==> src/rtl/alu_pkg.sv <==
// -----------------------------------------------------------------------------
// alu_pkg
// Shared definitions for the 4-bit ALU and its sweep driver.
//   - opcode encodings understood by the combinational ALU
//   - OP_MAX_DEFAULT : highest opcode the ALU implements
//   - sweep_state_e  : state encoding of alu_sweep_driver (IDLE must be 0 so
//                      that a cleared state register means "idle")
// -----------------------------------------------------------------------------
package alu_pkg;

  localparam logic [3:0] OP_ADD  = 4'd0;
  localparam logic [3:0] OP_SUB  = 4'd1;
  localparam logic [3:0] OP_MUL  = 4'd2;
  localparam logic [3:0] OP_DIV  = 4'd3;
  localparam logic [3:0] OP_AND  = 4'd4;
  localparam logic [3:0] OP_OR   = 4'd5;
  localparam logic [3:0] OP_XOR  = 4'd6;
  localparam logic [3:0] OP_NAND = 4'd7;
  localparam logic [3:0] OP_NOR  = 4'd8;
  localparam logic [3:0] OP_NOT  = 4'd9;
  localparam logic [3:0] OP_MOD  = 4'd10;
  localparam logic [3:0] OP_SHL  = 4'd11;
  localparam logic [3:0] OP_SHR  = 4'd12;

  localparam int OP_MAX_DEFAULT = 12;

  typedef enum logic [2:0] {
    ST_IDLE    = 3'd0,
    ST_ISSUE   = 3'd1,
    ST_CAPTURE = 3'd2,
    ST_PRESENT = 3'd3,
    ST_FINISH  = 3'd4
  } sweep_state_e;

endpackage

==> src/rtl/alu_settle_timer.sv <==
// -----------------------------------------------------------------------------
// alu_settle_timer
// Loadable down-counter that tells the sweep driver when the ALU inputs have
// been stable long enough. Loading value N makes o_expire high on the N-th
// cycle after the load edge (N >= 1), so the caller stays in its wait state
// for exactly N cycles. The counter parks at zero afterwards.
// Ports:
//   clk, rst_n : clock, asynchronous active-low reset
//   i_load     : load i_value this cycle
//   i_value    : settle length in cycles
//   o_expire   : last cycle of the settle window
// -----------------------------------------------------------------------------
module alu_settle_timer #(
  parameter int WIDTH = 4
) (
  input  logic             clk,
  input  logic             rst_n,
  input  logic             i_load,
  input  logic [WIDTH-1:0] i_value,
  output logic             o_expire
);

  logic [WIDTH-1:0] r_cnt;

  always_ff @(posedge clk or negedge rst_n) begin
    if (!rst_n) begin
      r_cnt <= '0;
    end else if (i_load) begin
      r_cnt <= i_value;
    end else if (r_cnt != '0) begin
      r_cnt <= r_cnt - 1'b1;
    end
  end

  assign o_expire = (r_cnt == WIDTH'(1));

endmodule

==> src/rtl/alu_sweep_driver.sv <==
// -----------------------------------------------------------------------------
// alu_sweep_driver
// Latches one operand pair and walks the ALU opcode bus from op_first to
// min(op_last, OP_MAX). Each opcode is held for SETTLE_CYCLES cycles, the ALU
// result is captured, and it is offered downstream on res_valid/out_ready.
// Divide/modulo by zero yields res_data = 0 with res_dz set.
// Ports:
//   clk, rst_n                    : clock, asynchronous active-low reset
//   start, x_in, y_in             : sweep request and operands (IDLE only)
//   op_first, op_last             : opcode range, latched with start
//   alu_result                    : combinational ALU result
//   alu_x, alu_y, alu_op          : ALU operand/opcode bus
//   res_valid, out_ready          : result handshake
//   res_data, res_op, res_dz      : captured result, its opcode, div-by-zero
//   busy, done                    : not idle / one-cycle end-of-sweep pulse
//   checksum                      : XOR of delivered results
// Build option: define ALU_SWEEP_CHECKSUM_EN to build the checksum register;
// otherwise checksum is tied to zero.
// -----------------------------------------------------------------------------
module alu_sweep_driver
  import alu_pkg::*;
#(
  parameter int SETTLE_CYCLES = 2,
  parameter int OP_MAX        = OP_MAX_DEFAULT
) (
  input  logic       clk,
  input  logic       rst_n,
  input  logic       start,
  input  logic [3:0] x_in,
  input  logic [3:0] y_in,
  input  logic [3:0] op_first,
  input  logic [3:0] op_last,
  input  logic [7:0] alu_result,
  output logic [3:0] alu_x,
  output logic [3:0] alu_y,
  output logic [7:0] alu_op,
  output logic       res_valid,
  input  logic       out_ready,
  output logic [7:0] res_data,
  output logic [3:0] res_op,
  output logic       res_dz,
  output logic       busy,
  output logic       done,
  output logic [7:0] checksum
);

  localparam logic [3:0] OP_MAX_L = 4'(OP_MAX);
  localparam logic [3:0] SETTLE_L = 4'(SETTLE_CYCLES);

  sweep_state_e r_state;
  sweep_state_e w_next;

  logic [3:0] r_x;
  logic [3:0] r_y;
  logic [3:0] r_op;
  logic [3:0] r_last;
  logic [7:0] r_res_data;
  logic [3:0] r_res_op;
  logic       r_res_dz;

  logic [3:0] w_eff_last;
  logic       w_accept;
  logic       w_empty;
  logic       w_handshake;
  logic       w_is_last;
  logic       w_dz;
  logic       w_timer_load;
  logic       w_expire;

  // Opcodes above OP_MAX are clipped rather than issued.
  assign w_eff_last  = (op_last > OP_MAX_L) ? OP_MAX_L : op_last;
  assign w_accept    = (r_state == ST_IDLE) && start;
  assign w_empty     = (op_first > w_eff_last);
  assign w_handshake = (r_state == ST_PRESENT) && out_ready;
  // Compared before any increment, so a range ending at 15 cannot wrap to 0.
  assign w_is_last   = (r_op == r_last);
  assign w_dz        = ((r_op == OP_DIV) || (r_op == OP_MOD)) && (r_y == 4'd0);

  alu_settle_timer #(
    .WIDTH (4)
  ) u_settle (
    .clk      (clk),
    .rst_n    (rst_n),
    .i_load   (w_timer_load),
    .i_value  (SETTLE_L),
    .o_expire (w_expire)
  );

  always_ff @(posedge clk or negedge rst_n) begin
    if (!rst_n) begin
      r_state <= ST_IDLE;
    end else begin
      r_state <= w_next;
    end
  end

  always_comb begin
    w_next       = r_state;
    w_timer_load = 1'b0;
    case (r_state)
      ST_IDLE: begin
        if (start) begin
          w_next       = w_empty ? ST_FINISH : ST_ISSUE;
          w_timer_load = !w_empty;
        end
      end
      ST_ISSUE: begin
        if (w_expire) begin
          w_next = ST_CAPTURE;
        end
      end
      ST_CAPTURE: begin
        w_next = ST_PRESENT;
      end
      ST_PRESENT: begin
        if (out_ready) begin
          if (w_is_last) begin
            w_next = ST_FINISH;
          end else begin
            w_next       = ST_ISSUE;
            w_timer_load = 1'b1;
          end
        end
      end
      ST_FINISH: begin
        w_next = ST_IDLE;
      end
      default: begin
        w_next = ST_IDLE;
      end
    endcase
  end

  always_ff @(posedge clk or negedge rst_n) begin
    if (!rst_n) begin
      r_x        <= 4'd0;
      r_y        <= 4'd0;
      r_op       <= 4'd0;
      r_last     <= 4'd0;
      r_res_data <= 8'd0;
      r_res_op   <= 4'd0;
      r_res_dz   <= 1'b0;
    end else begin
      if (w_accept) begin
        r_x    <= x_in;
        r_y    <= y_in;
        r_op   <= op_first;
        r_last <= w_eff_last;
      end
      if (r_state == ST_CAPTURE) begin
        r_res_data <= w_dz ? 8'h00 : alu_result;
        r_res_op   <= r_op;
        r_res_dz   <= w_dz;
      end
      if (w_handshake && !w_is_last) begin
        r_op <= r_op + 4'd1;
      end
    end
  end

`ifdef ALU_SWEEP_CHECKSUM_EN
  logic [7:0] r_checksum;

  always_ff @(posedge clk or negedge rst_n) begin
    if (!rst_n) begin
      r_checksum <= 8'h00;
    end else if (w_accept) begin
      r_checksum <= 8'h00;
    end else if (w_handshake) begin
      r_checksum <= r_checksum ^ r_res_data;
    end
  end

  assign checksum = r_checksum;
`else
  assign checksum = 8'h00;
`endif

  assign alu_x     = r_x;
  assign alu_y     = r_y;
  assign alu_op    = {4'h0, r_op};
  assign res_valid = (r_state == ST_PRESENT);
  assign res_data  = r_res_data;
  assign res_op    = r_res_op;
  assign res_dz    = r_res_dz;
  assign busy      = (r_state != ST_IDLE);
  assign done      = (r_state == ST_FINISH);

endmodule

==> config.mk <==
export PLATFORM = sky130hd
export DESIGN_NAME = alu_sweep_driver
export DESIGN_NICKNAME = d
export VERILOG_FILES = /design/src/rtl/alu_pkg.sv /design/src/rtl/alu_settle_timer.sv /design/src/rtl/alu_sweep_driver.sv
export SDC_FILE = /design/constraint.sdc
export NUM_CORES = 1
export LEC_CHECK = 0
export ABC_AREA = 0
export BUFFER_PORTS_ARGS = -buffer_cell sky130_fd_sc_hd__buf_2
export CAP_MARGIN = 10
export CORE_ASPECT_RATIO = 0.8
export CORE_UTILIZATION = 49
export DETAILED_ROUTE_END_ITERATION = 10
export PLACE_DENSITY = 0.91
export SYNTH_ARGS = -nofsm -noshare
export SYNTH_HDL_FRONTEND = slang
export SYNTH_SLANG_ARGS = --single-unit
==> constraint.sdc <==
create_clock -name clk -period 2.2 [get_ports clk]
set_input_delay 0 -clock clk [delete_from_list [all_inputs] [get_ports clk]]
set_output_delay 0 -clock clk [all_outputs]
set_load 0.1 [all_outputs]
==> metrics.txt <==
# TYPE chip_impl_metric gauge
chip_impl_metric{name="rd_place_congestion",unit=""} 0.830
chip_impl_metric{name="reg2regPathDepth",unit=""} 4
chip_impl_metric{name="detailed_routing_iterations_pass_1",unit=""} 9
chip_impl_metric{name="tritoncts_num_sinks",unit=""} 36
chip_impl_metric{name="htreeDepth",unit=""} 2
chip_impl_metric{name="hold_path_depth",unit=""} 3
chip_impl_metric{name="max_cap_violations",unit=""} 0
chip_impl_metric{name="finalSetupViolCount",unit=""} 0
chip_impl_metric{name="met1_usage",unit=""} 0.297
chip_impl_info{name="startpoint_of_the_most_critical_hold_path",value="op_last[3]"} 1
chip_impl_metric{name="ys_async_sr_fraction",unit=""} 1.00
chip_impl_metric{name="gr-usage-met3",unit=""} 0.0459
chip_impl_metric{name="synthesis.yosys.warnings",unit=""} 0
chip_impl_info{name="regToRegEndpoint",value="r_op[3]"} 1
chip_impl_metric{name="grt_pass1_wl",unit="microns"} 7090
chip_impl_metric{name="via_count",unit=""} 1585
chip_impl_metric{name="grt_antenna_before_repair",unit=""} 0
chip_impl_metric{name="clkLatencyLatePin",unit="ns"} 0.28
chip_impl_metric{name="finalHoldViolCount",unit=""} 0
chip_impl_metric{name="synthesized_flop_and_latch_total",unit=""} 36
chip_impl_metric{name="clock-skew-final",unit="ns"} 0.00329
chip_impl_metric{name="syn_area_per_cell",unit="sq um"} 10.0
chip_impl_metric{name="insertedDiodeCount",unit=""} 0
chip_impl_metric{name="grt.overflow.total",unit=""} 0
chip_impl_metric{name="post-dp-hpwl",unit="microns"} 2830
chip_impl_metric{name="dieHeight",unit="microns"} 57.3
chip_impl_metric{name="worstPathMaxFanout",unit=""} 6
chip_impl_info{name="cp-startpoint",value="r_op[3]"} 1
chip_impl_metric{name="final_core_util",unit=""} 0.693
chip_impl_info{name="clock-root-buffer",value="sky130_fd_sc_hd__clkbuf_8"} 1
chip_impl_metric{name="first_global_vias",unit=""} 1571
chip_impl_metric{name="critPathBufInv",unit=""} 0
chip_impl_metric{name="drive_above_1_share",unit=""} 0.302
chip_impl_metric{name="floorplan.initialDensity",unit=""} 0.528
chip_impl_metric{name="yosysUniqueCellTypes",unit=""} 44
chip_impl_info{name="synth_ff_type",value="sky130_fd_sc_hd__dfrtp_1"} 1
chip_impl_info{name="cp-end-kind",value="flop"} 1
chip_impl_metric{name="cts_buffers",unit=""} 5
chip_impl_metric{name="syn_to_final_growth",unit="%"} 31.2
chip_impl_info{name="rr_startpoint",value="r_op[3]"} 1
chip_impl_info{name="min_path_type",value="in2reg"} 1
chip_impl_info{name="critPathSlowestCell",value="sky130_fd_sc_hd__dfrtp_2"} 1
chip_impl_metric{name="dr.first_iter.drc_count",unit=""} 80
chip_impl_info{name="gr-max-usage-layer",value="met2"} 1
chip_impl_metric{name="worstPathArrival",unit="ns"} 1.96
chip_impl_metric{name="nNetsFinal",unit=""} 301
chip_impl_info{name="critical-path-top-delay-family",value="compound AO/OA/AOI/OAI gates"} 1
chip_impl_metric{name="timing.slew.headroom",unit=""} 0.478
chip_impl_metric{name="synth_sequential_area_ratio",unit=""} 0.481
chip_impl_metric{name="routed_wire_length_per_instance",unit="microns"} 13.9
chip_impl_metric{name="rows",unit=""} 19
chip_impl_info{name="run_status",value="finished, violations left"} 1
chip_impl_info{name="hold_end",value="r_last[3]"} 1
chip_impl_info{name="failed_checks",value="DRC"} 1
chip_impl_metric{name="finalCritPeriodShare",unit=""} 0.818
chip_impl_info{name="grt_setup_unrepaired",value="false"} 1
chip_impl_metric{name="cp_data_required_time",unit="ns"} 2.36
chip_impl_metric{name="fmax",unit="MHz"} 556
chip_impl_metric{name="post_cts_resized",unit=""} 0
chip_impl_metric{name="die_x",unit="microns"} 71.1
chip_impl_metric{name="mappedNetlistArea",unit="sq um"} 1870
chip_impl_metric{name="synth_enable_flop_cells",unit=""} 0
chip_impl_metric{name="max_stage_delay",unit="ns"} 0.45
chip_impl_metric{name="ant_nets",unit=""} 0
chip_impl_info{name="startpoint_type",value="flop"} 1
chip_impl_metric{name="grtUsageTotal",unit=""} 0.232
chip_impl_info{name="worst_path_cell_chain",value="xor2_1, o41a_1, mux2_1, a221o_1"} 1
chip_impl_metric{name="core",unit="sq um"} 3540
chip_impl_info{name="tritoncts",value="built"} 1
chip_impl_info{name="crit_type",value="reg2reg"} 1
chip_impl_metric{name="avgViaCountPerCell",unit=""} 5.16
chip_impl_metric{name="clk_transition_reported_paths",unit="ns"} 0.06
chip_impl_metric{name="grt.met2_usage",unit=""} 0.389
chip_impl_metric{name="post-route-min-period",unit="ns"} 1.80
chip_impl_metric{name="io_buffer_count",unit=""} 55
chip_impl_metric{name="tns_setup",unit="ns"} 0
chip_impl_metric{name="cts.path.max_buffers",unit=""} 2
chip_impl_metric{name="grt_start_max_net_pins",unit=""} 37
chip_impl_metric{name="r2r_slack",unit="ns"} 0.40
chip_impl_metric{name="num_io_pins",unit=""} 68
chip_impl_metric{name="final_report_max_slew_violation_count",unit=""} 0
chip_impl_metric{name="worstMarginPinSlew",unit="ns"} 0.783
chip_impl_metric{name="drt-total-wl",unit="microns"} 4280
chip_impl_metric{name="drc",unit=""} 5
chip_impl_metric{name="fp.dieArea",unit="sq um"} 4070
chip_impl_metric{name="postSynthCellCount",unit=""} 187
## area by class of cell
type / count / area [sq um]
fill: 284 / 1090
sequential: 36 / 906
multi-input combinational: 134 / 862
timing repair buffer: 79 / 505
clock buffer: 7 / 96.3
tap: 42 / 52.6
inverter: 9 / 33.8
## per-stage QoR
step | setup WS (ns) | std cells | cell area, sq um | hold slack [ns]
6_report | 0.401 | 307 | 2460 | 0.0246
2_1_floorplan | 0.157 | 198 | 1920 | -0.296
4_1_cts | 0.407 | 307 | 2460 | 0.0186
3_3_place_gp | 0.465 | 280 | 2160 | 0.126
5_1_grt | 0.343 | 307 | 2460 | 0.0515
3_5_place_dp | 0.420 | 280 | 2160 | 0.131
## Yosys cell counts (2+ instances only)
master                     count  share of area
sky130_fd_sc_hd__nand2_1      37          0.074
sky130_fd_sc_hd__dfrtp_1      36           0.48
sky130_fd_sc_hd__buf_4        12          0.048
sky130_fd_sc_hd__inv_1         9          0.018
sky130_fd_sc_hd__a22o_1        8          0.037
sky130_fd_sc_hd__ha_1          8          0.053
sky130_fd_sc_hd__a21oi_1       6          0.016
sky130_fd_sc_hd__nor2_1        6          0.012
sky130_fd_sc_hd__o21ai_0       6          0.016
sky130_fd_sc_hd__nor3_1        5          0.013
sky130_fd_sc_hd__buf_2         4          0.011
sky130_fd_sc_hd__mux2_2        4          0.024
sky130_fd_sc_hd__xor2_1        4          0.019
sky130_fd_sc_hd__clkbuf_1      3         0.0060
sky130_fd_sc_hd__mux2i_1       3          0.016
sky130_fd_sc_hd__nand3_1       3         0.0080
sky130_fd_sc_hd__a22oi_1       2         0.0080
sky130_fd_sc_hd__nand2b_1      2         0.0067
sky130_fd_sc_hd__nor3b_1       2         0.0080
sky130_fd_sc_hd__nor4_1        2         0.0067
sky130_fd_sc_hd__or3_1         2         0.0067
## cell families (layout without fill, tap and decap cells)
| kind of cell | count (synthesis) | count (layout) | synth area share |
|---|---|---|---|
| mux | 9 | 9 | 0.0541 |
| fa+ha+maj | 8 | 8 | 0.0535 |
| xor+xnor | 5 | 5 | 0.0234 |
| other cells | 1 | 12 | 0.00200 |
| flops | 36 | 36 | 0.481 |
| simple gates | 68 | 68 | 0.180 |
| buf+inv | 28 | 95 | 0.0829 |
| compound gates | 32 | 32 | 0.122 |
## worst reg2reg max path, cell delays in order (launching register included)
cell and delay [ns]:
sky130_fd_sc_hd__dfrtp_2 0.45, sky130_fd_sc_hd__xor2_1 0.17, sky130_fd_sc_hd__o41a_1 0.45, sky130_fd_sc_hd__mux2_1 0.32, sky130_fd_sc_hd__a221o_1 0.30
## routing by layer
metal	share of wire	routed length [microns]
met3	0.037	158
met1	0.47	2000
met2	0.48	2050
met4	0.015	64
met5	0	0
## worst max path at each step
stage	to	depth (start not counted)
5_1_grt	u_settle.r_cnt[1]	6
3_3_place_gp	r_op[3]	4
2_1_floorplan	res_data[0]	5
4_1_cts	r_op[3]	4
6_report	r_op[3]	4
3_5_place_dp	r_op[3]	4
## state kept, by name (all words and copies together) (netlist names)
name,cells
res_data,8
u_settle.r_cnt,4
r_last,4
alu_y,4
res_dz,1
alu_x,4
res_op,4
r_op,4
r_state,3
## repair_timing
item / CTS / global route
endpoints found under the hold margin: 55 / 0
hold buffers: 20 / 0
setup buffers: 0 / 0
## placed cells by master, fill, tap and decap left out, types with 2 or more instances in the layout
cell and n:
sky130_fd_sc_hd__a21oi_1 6, sky130_fd_sc_hd__a22o_1 8, sky130_fd_sc_hd__a22oi_1 2, sky130_fd_sc_hd__buf_2 55
sky130_fd_sc_hd__buf_4 4, sky130_fd_sc_hd__clkbuf_8 7, sky130_fd_sc_hd__conb_1 12, sky130_fd_sc_hd__dfrtp_1 32
sky130_fd_sc_hd__dfrtp_2 4, sky130_fd_sc_hd__dlygate4sd3_1 20, sky130_fd_sc_hd__ha_1 8, sky130_fd_sc_hd__inv_1 9
sky130_fd_sc_hd__mux2_2 4, sky130_fd_sc_hd__mux2i_1 3, sky130_fd_sc_hd__nand2_1 37, sky130_fd_sc_hd__nand2b_1 2
sky130_fd_sc_hd__nand3_1 3, sky130_fd_sc_hd__nor2_1 6, sky130_fd_sc_hd__nor3_1 5, sky130_fd_sc_hd__nor4_1 2
sky130_fd_sc_hd__o21ai_0 6, sky130_fd_sc_hd__or3_1 2, sky130_fd_sc_hd__xor2_1 4
Power is left out: the tool's default activity adds up to more than one toggle a clock period on the data nets, which glitch-free logic cannot reach.
